<file path="config.mk">
export PLATFORM = sky130hd
export DESIGN_NAME = piso_serializer_flat
export DESIGN_NICKNAME = d
export VERILOG_FILES = /design/src/rtl/piso_serializer_pkg.sv /design/src/rtl/piso_serializer_if.sv /design/src/rtl/piso_serializer_bit_counter.sv /design/src/rtl/piso_serializer.sv /design/src/flat_wrapper.sv
export SDC_FILE = /design/constraint.sdc
export NUM_CORES = 1
export LEC_CHECK = 0
export ABC_AREA = 0
export CELL_PAD_IN_SITES_DETAIL_PLACEMENT = 0
export CELL_PAD_IN_SITES_GLOBAL_PLACEMENT = 2
export CORE_MARGIN = 5
export CORE_UTILIZATION = 41
export DETAILED_ROUTE_END_ITERATION = 7
export DONT_BUFFER_PORTS = 1
export GPL_TIMING_DRIVEN = 0
export PLACE_DENSITY = 0.79
export SLEW_MARGIN = 10
export SYNTH_ARGS = -nofsm -noshare
export SYNTH_HDL_FRONTEND = slang
export SYNTH_HIERARCHICAL = 1
export SYNTH_SLANG_ARGS = --single-unit
</file>
<file path="constraint.sdc">
create_clock -name clk -period 2.5 [get_ports clk]
set_input_delay 0.75 -clock clk [delete_from_list [all_inputs] [get_ports clk]]
set_output_delay 0.75 -clock clk [all_outputs]
set_load 0.05 [all_outputs]
</file>
<file path="src/rtl/piso_serializer_pkg.sv">
// Shared types for the parallel-in/serial-out transmitter and its bit counter.
package piso_pkg;

  typedef enum logic {IDLE, SHIFT} piso_state_t;

  localparam int unsigned PISO_DEFAULT_WIDTH = 8;

endpackage

</file>
<file path="src/rtl/piso_serializer_if.sv">
// Load handshake plus serial-side signals of the serializer, as one bundle.
interface piso_serializer_if #(
  parameter int unsigned WIDTH = 8
);

  logic             load_valid;
  logic [WIDTH-1:0] data_in;
  logic             load_ready;
  logic             hold;
  logic             ser_out;
  logic             ser_en;
  logic             last;
  logic             busy;

  modport master (
    output load_valid, data_in, hold,
    input  load_ready, ser_out, ser_en, last, busy
  );

  modport slave (
    input  load_valid, data_in, hold,
    output load_ready, ser_out, ser_en, last, busy
  );

endinterface

</file>
<file path="src/rtl/piso_serializer_bit_counter.sv">
// Mod-WIDTH bit counter with clear/increment/hold and a terminal flag at WIDTH-1.
module piso_bit_counter #(
  parameter int unsigned WIDTH = 8,
  parameter int unsigned CNT_W = (WIDTH > 1) ? $clog2(WIDTH) : 1
) (
  input  logic clk,
  input  logic rst,
  input  logic i_clr,
  input  logic i_inc,
  input  logic i_hold,
  output logic o_term
);

  localparam logic [CNT_W-1:0] LastCnt = CNT_W'(WIDTH - 1);

  logic [CNT_W-1:0] r_cnt;

  // Wraps only from the terminal value, so the count never exceeds WIDTH-1.
  always_ff @(posedge clk or posedge rst) begin
    if (rst) begin
      r_cnt <= '0;
    end else if (!i_hold) begin
      if (i_clr || (i_inc && (r_cnt == LastCnt))) begin
        r_cnt <= '0;
      end else if (i_inc) begin
        r_cnt <= r_cnt + CNT_W'(1);
      end
    end
  end

  assign o_term = (r_cnt == LastCnt);

endmodule

</file>
<file path="src/rtl/piso_serializer.sv">
// Parallel-in/serial-out transmitter: accepts a word on valid/ready and emits one
// strobed bit per non-held cycle, reloading back-to-back on the last bit.
module piso_serializer
  import piso_pkg::*;
#(
  parameter int unsigned WIDTH     = PISO_DEFAULT_WIDTH,
  parameter bit          LSB_FIRST = 1'b1
) (
  input logic               clk,
  input logic               rst,
  piso_serializer_if.slave  bus
);

  localparam int unsigned CNT_W = (WIDTH > 1) ? $clog2(WIDTH) : 1;

  piso_state_t      r_state;
  logic [WIDTH-1:0] r_shreg;
  logic [WIDTH-1:0] w_shifted;
  logic             w_busy;
  logic             w_term;
  logic             w_last;
  logic             w_ready;
  logic             w_accept;

  assign w_busy   = (r_state == SHIFT);
  assign w_last   = w_busy && w_term && !bus.hold;
  // Ready on the last bit lets the next word follow with no bubble.
  assign w_ready  = !w_busy || w_last;
  assign w_accept = bus.load_valid && w_ready;

  piso_bit_counter #(
    .WIDTH (WIDTH),
    .CNT_W (CNT_W)
  ) u_bit_counter (
    .clk    (clk),
    .rst    (rst),
    .i_clr  (!w_busy),
    .i_inc  (w_busy),
    .i_hold (w_busy && bus.hold),
    .o_term (w_term)
  );

  always_comb begin
    w_shifted = '0;
    if (LSB_FIRST) begin
      w_shifted = {1'b0, r_shreg[WIDTH-1:1]};
    end else begin
      w_shifted = {r_shreg[WIDTH-2:0], 1'b0};
    end
  end

  always_ff @(posedge clk or posedge rst) begin
    if (rst) begin
      r_state <= IDLE;
      r_shreg <= '0;
    end else begin
      case (r_state)
        IDLE: begin
          if (w_accept) begin
            r_shreg <= bus.data_in;
            r_state <= SHIFT;
          end
        end
        SHIFT: begin
          if (!bus.hold) begin
            if (!w_term) begin
              r_shreg <= w_shifted;
            end else if (w_accept) begin
              r_shreg <= bus.data_in;
            end else begin
              r_shreg <= '0;
              r_state <= IDLE;
            end
          end
        end
      endcase
    end
  end

  assign bus.load_ready = w_ready;
  assign bus.ser_out    = w_busy && (LSB_FIRST ? r_shreg[0] : r_shreg[WIDTH-1]);
  assign bus.ser_en     = w_busy && !bus.hold;
  assign bus.last       = w_last;
  assign bus.busy       = w_busy;

endmodule
</file>
<file path="src/flat_wrapper.sv">
// flat-port wrapper written by rule: the top's interface ports become plain ports
module piso_serializer_flat import piso_pkg::*;
#(
  parameter int unsigned WIDTH     = PISO_DEFAULT_WIDTH,
  parameter bit          LSB_FIRST = 1'b1
)
  (clk, rst, bus_load_valid, bus_data_in, bus_hold, bus_load_ready, bus_ser_out, bus_ser_en, bus_last, bus_busy);
  piso_serializer_if #(.WIDTH(WIDTH)) bus_i ();
  input logic clk;
  input logic rst;
  input wire logic [$bits(bus_i.load_valid)-1:0] bus_load_valid;
  input wire logic [$bits(bus_i.data_in)-1:0] bus_data_in;
  input wire logic [$bits(bus_i.hold)-1:0] bus_hold;
  output wire logic [$bits(bus_i.load_ready)-1:0] bus_load_ready;
  output wire logic [$bits(bus_i.ser_out)-1:0] bus_ser_out;
  output wire logic [$bits(bus_i.ser_en)-1:0] bus_ser_en;
  output wire logic [$bits(bus_i.last)-1:0] bus_last;
  output wire logic [$bits(bus_i.busy)-1:0] bus_busy;
  assign bus_i.load_valid = bus_load_valid;
  assign bus_i.data_in = bus_data_in;
  assign bus_i.hold = bus_hold;
  assign bus_load_ready = bus_i.load_ready;
  assign bus_ser_out = bus_i.ser_out;
  assign bus_ser_en = bus_i.ser_en;
  assign bus_last = bus_i.last;
  assign bus_busy = bus_i.busy;
  piso_serializer #(.WIDTH(WIDTH), .LSB_FIRST(LSB_FIRST)) u_core (.clk(clk), .rst(rst), .bus(bus_i));
endmodule
</file>
== Word-level counts from Yosys, hierarchy flattened ==
Cells that the tools add are included.

* Bitwise gates (word level): 2
* Equal/unequal tests: 3
* Muxes and demuxes: 11
* Reductions and logical operators: 13
* Add/sub/neg operators: 1

{| class="wikitable"
|+ Operators with widths
! operator !! number
|-
| two-way mux 8 bit || 4
|-
| case mux 8 bit (2 select lines) || 1
|-
| logical AND 1 bit || 6
|-
| two-way mux 3 bit || 2
|-
| AND reduction 2 bit || 2
|-
| adder 3 x 1 -> 3 bit, second input constant || 1
|-
| == test 3 bit, second input constant || 1
|-
| two-way mux 1 bit || 3
|-
| logical NOT 1 bit || 2
|-
| logical OR 1 bit || 2
|-
| inequality test 2 x 1 -> 1 bit, second input constant || 1
|-
| inequality test 2 bit, second input constant || 1
|-
| NOT 1 bit || 2
|-
| case mux 1 bit (2 select lines) || 1
|-
| nonzero test 2 bit || 1
|}

* Flip-flop bits (word level): 12
* Output and inout port bits: 5
* Logic and storage cells: 33
* Input bits: 12

== Longest topological paths before layout ==
* Depth in word-level cells: 9
* Depth in mapped cells: 5
* Mapped depth without buffers: 5

== Modules after synthesis ==
Netlist, hierarchy kept.

{| class="wikitable"
|+ By module, submodules not included
! module !! instances !! sequential area each (µm²) !! area an instance (µm²) !! cells an instance
|-
| piso_serializer || 1 || 225.2 || 465.4 || 38
|-
| piso_bit_counter || 1 || 75.1 || 190.2 || 14
|}

== Worst setup path after synthesis ==
OpenSTA, ideal clock, no wires.

* Path type: reg-to-output
* Start: reg u_core.r_state (netlist: u_core/bus.busy)
* End: out bus_last
* Path slack: -0.345 ns
* Cell stages (with the launch flop): 4
* Data required time: 1.750 ns
* Arrival: 2.095 ns
* Buffers on the path: 1
* Cells stage by stage: dfrtp_1 buf_6 inv_2 nor3_1

* Word-level cells in the longest chain between the ends: 2

{| class="wikitable"
|+ Ends and longest elaborated chain
! element !! RTL line !! RTL
|-
| start, declared || piso_serializer.sv:16 || <nowiki>piso_state_t r_state;</nowiki>
|-
| start signal, assigned || piso_serializer.sv:54 || <nowiki>r_state <= IDLE;</nowiki>
|-
| start signal, assigned || piso_serializer.sv:61 || <nowiki>r_state <= SHIFT;</nowiki>
|-
| start signal, assigned || piso_serializer.sv:72 || <nowiki>r_state <= IDLE;</nowiki>
|-
| logical AND 1 bit (2 in series) || piso_serializer.sv:26 || <nowiki>assign w_last = w_busy && w_term && !bus.hold;</nowiki>
|-
| end, declared || flat_wrapper.sv:17 || <nowiki>output wire logic [$bits(bus_i.last)-1:0] bus_last;</nowiki>
|}

Every way passes these cells.

== Worst setup path after layout ==
* Start: reg u_core.u_bit_counter.r_cnt[0]
* End: out bus_last

* Word-level cells in the longest chain between the ends: 3

{| class="wikitable"
|+ Ends and longest elaborated chain
! element !! RTL line !! RTL
|-
| start, declared || piso_serializer_bit_counter.sv:16 || <nowiki>logic [CNT_W-1:0] r_cnt;</nowiki>
|-
| start signal, assigned || piso_serializer_bit_counter.sv:26 || <nowiki>r_cnt <= r_cnt + CNT_W'(1);</nowiki>
|-
| == test 3 bit || piso_serializer_bit_counter.sv:31 || <nowiki>assign o_term = (r_cnt == LastCnt);</nowiki>
|-
| named net u_core.w_term || piso_serializer.sv:20 || <nowiki>logic w_term;</nowiki>
|-
| logical AND 1 bit (2 in series) || piso_serializer.sv:26 ||
|}

The timed path passes the listed nets, and every way through them passes these cells.

==> impl_metrics.toml <==
[critical_path]
crit_chain = "ha_1 -> ha_4 -> inv_1 -> nor3_4"
path_delay_family = "simple AND/OR/NAND/NOR gates"
start_kind = "register"
cpPeakStageDelay_ps = 460
arrival_ps = 1680
path_class = "register to output port"
cp_slowest_cell = "nor3_4"
cp-end-kind = "output port"
cp.required_ps = 1750
worstPathMaxFanout = 6
critPathBufInv = 1

[yosys]
yosysWarnings = 6
ys_types = 25
syn-num-nets = 66
synth_top_area_share_pct = 45.8
synth_enable_flop_cells = 0
synth-seq-cells = 12
yosysTopAreaCell = "dfrtp_1"
ys.flop_type = "dfrtp_1"
syn_inst = 52
syn_area_sq_um = 656
yosysSeqAreaShare_pct = 45.8
synth.area.top_cells = "dfrtp_1 46%, a221o_1 11%, and4_1 6.7%"
syn_avg_cell_area_sq_um = 12.6
synthArstFlopShare_pct = 100

[die]
start_util_pct = 43.5
coreArea_sq_um = 1510
core.rowCount = 14
die_h_um = 50.0
io_pins = 17
die_area_sq_um = 2500
die_w_um = 50.0

[cts]
clkLatencyLatePin_ps = 270
tritoncts = "done"
clock_path_buffers = 2
cts_max_level = 1
clkSinkCount = 12
path_clk_slew_ps = 70
cts_made_buffers = 3
clock-root-buffer = "clkbuf_4"

[power_and_ir_drop]
swShare_pct = 36.7
combPwrFrac_pct = 37.4
power_leakage_nw = 0.335
p_clk_share_pct = 17.1
p_int_uw = 437
power_frac_seq_pct = 45.5
pwr_density_cell_nw_per_um2 = 952
switchingPower_uw = 253
vdd_drop_max_mv = 0.356

[final_layout]
fillerInstances = 147
insertedDiodeCount = 0
fin_nets = 71
area_delta_synth_final_pct = 10.7
drive_gt1_share_pct = 29.1

[timing]
rsz0062_at_grt = "false"
fmax_mhz = 412
worstMarginPinSlew_ps = 554
drv_slew = 0
slew_headroom_pct = 63.0
finalHoldViolCount = 0
finalSetupViolations = 0
timing.final.crit_period_ps = 2430
period_share_pct = 97.2
setup_tns_ps = 0
skew_ps = 8.71
hold_slack_ps = 233

[run]
maxCapViolCount = 0

[global_routing]
grt_pass1_wl_um = 2390
grt_max_degree = 11
antenna_found_initial = 0
grt_usage_pct = 12.5
grt.overflow.total = 0
grt_pass1_vias = 548

[drt]
drtAntennaViolNets = 0
drt_iter0_drc = 2
wl_met1_um = 646
drt-total-wl_um = 1460
wire_per_inst_um = 20.5
firstDrtPassIters = 3
met2_length_um = 748
vias_per_cell = 6.45
drc = 0
dr_wl_met3_um = 63
dr_total_vias = 458
top_layer_used = "met3"

[run_status]
outcome = "finished clean"

[place]
finalWeightedCongestion = 0.737
port_buffers = 0
dp_hpwl_um = 1100

[min_path]
hold_class = "input pin to async pin"
-- layout make-up --
type / instances / area [sq um] / area share, %
plain buffers: 1 / 11.3 / 1.55
clock buffers: 3 / 22.5 / 3.10
inverters: 5 / 18.8 / 2.59
multi-input cells: 34 / 352 / 48.4
flip-flops and latches: 12 / 302 / 41.6
well taps: 16 / 20.0 / 2.76
-- cell usage in the layout (no fill, tap or decap) --
cell type and n:
nand2b_1 1, ha_1 1, nor4b_4 1, inv_1 4, nor2_2 1, nor4b_1 2
mux2_4 1, nand2_1 2, buf_6 1, o211ai_1 1, a22o_2 1, o21bai_1 1
dfrtp_1 11, clkbuf_4 3, a21boi_4 1, nor3_4 1, o21ai_2 1, dfrtp_2 1
inv_2 1, nand4bb_1 1, ha_4 1, or3b_1 1, a22o_1 1, and2_1 1
a221o_1 7, nand2_2 1, nand2b_4 1, and4_1 5
-- what timing repair did --
action	CTS	global route
cloned	0	0
pin swaps	1	1
setup endpoints to repair	3	1
buffers inserted	0	0
hold buffers	0	0
resized for setup	5	0
-- cell usage after synthesis (2+ instances only) --
cell and count:
ha_1 2, inv_1 4, nor4b_1 2, nand2_1 2
dfrtp_1 12, a221o_1 7, and4_1 5
-- state kept, by name, indices dropped and copies added (netlist names) --
register and flops:
u_core/bus.busy 1, u_core/r_shreg 8, u_core/u_bit_counter/r_cnt 3
-- power groups by stage --
stage,Clock [mW],Sequential (mW),Combinational [mW]
after floorplan,0,0.298,0.215
after global placement,0,0.308,0.232
after detailed placement,0,0.312,0.248
after CTS,0.120,0.315,0.261
after global routing,0.128,0.322,0.280
final,0.118,0.314,0.258
-- stage by stage --
step	instances	setup WS, ps	util, %	instance area (sq um)	power [mW]
after floorplan	52	75.3	-	661	0.513
after global placement	68	-30.8	45.2	681	0.540
after detailed placement	68	-97.3	45.2	681	0.559
after CTS	71	40.4	48.2	726	0.695
after global routing	71	8.05	48.2	726	0.730
final	71	70.8	48.2	726	0.691
-- logic make-up (layout without fill, tap and decap cells) --
logic type,Yosys count,after routing,synth area share [%]
AOI/OAI and AO/OA,13,13,20.0
adders and majority gates,2,2,3.82
buffers and inverters,6,9,4.58
DFF,12,12,45.8
muxes,1,1,2.29
and+or+nand+nor,18,18,23.5
-- metal layers --
layer / vias to the layer above / global-route usage (%)
met5: - / 0
met3: 0 / 3.61
met1: 235 / 14.7
li1: 213 / -
met2: 10 / 20.9
met4: 0 / 5.24
-- final timing paths --
path / cells past startpoint / from / slack, ps / endpoint
worst max-delay path: 4 / u_core/u_bit_counter/r_cnt[0] / 70 / bus_last
worst min-delay path: 1 / rst / 230 / u_core/u_bit_counter/r_cnt[2]
worst max register to register: 5 / u_core/u_bit_counter/r_cnt[0] / 950 / u_core/r_shreg[6]
worst min register to register: 1 / u_core/r_shreg[7] / 510 / u_core/r_shreg[7]
max in group asynchronous: 1 / rst / 1900 / u_core/bus.busy
min in group clk: 1 / u_core/r_shreg[7] / 510 / u_core/r_shreg[7]
Power figures use the tool's default switching activity.
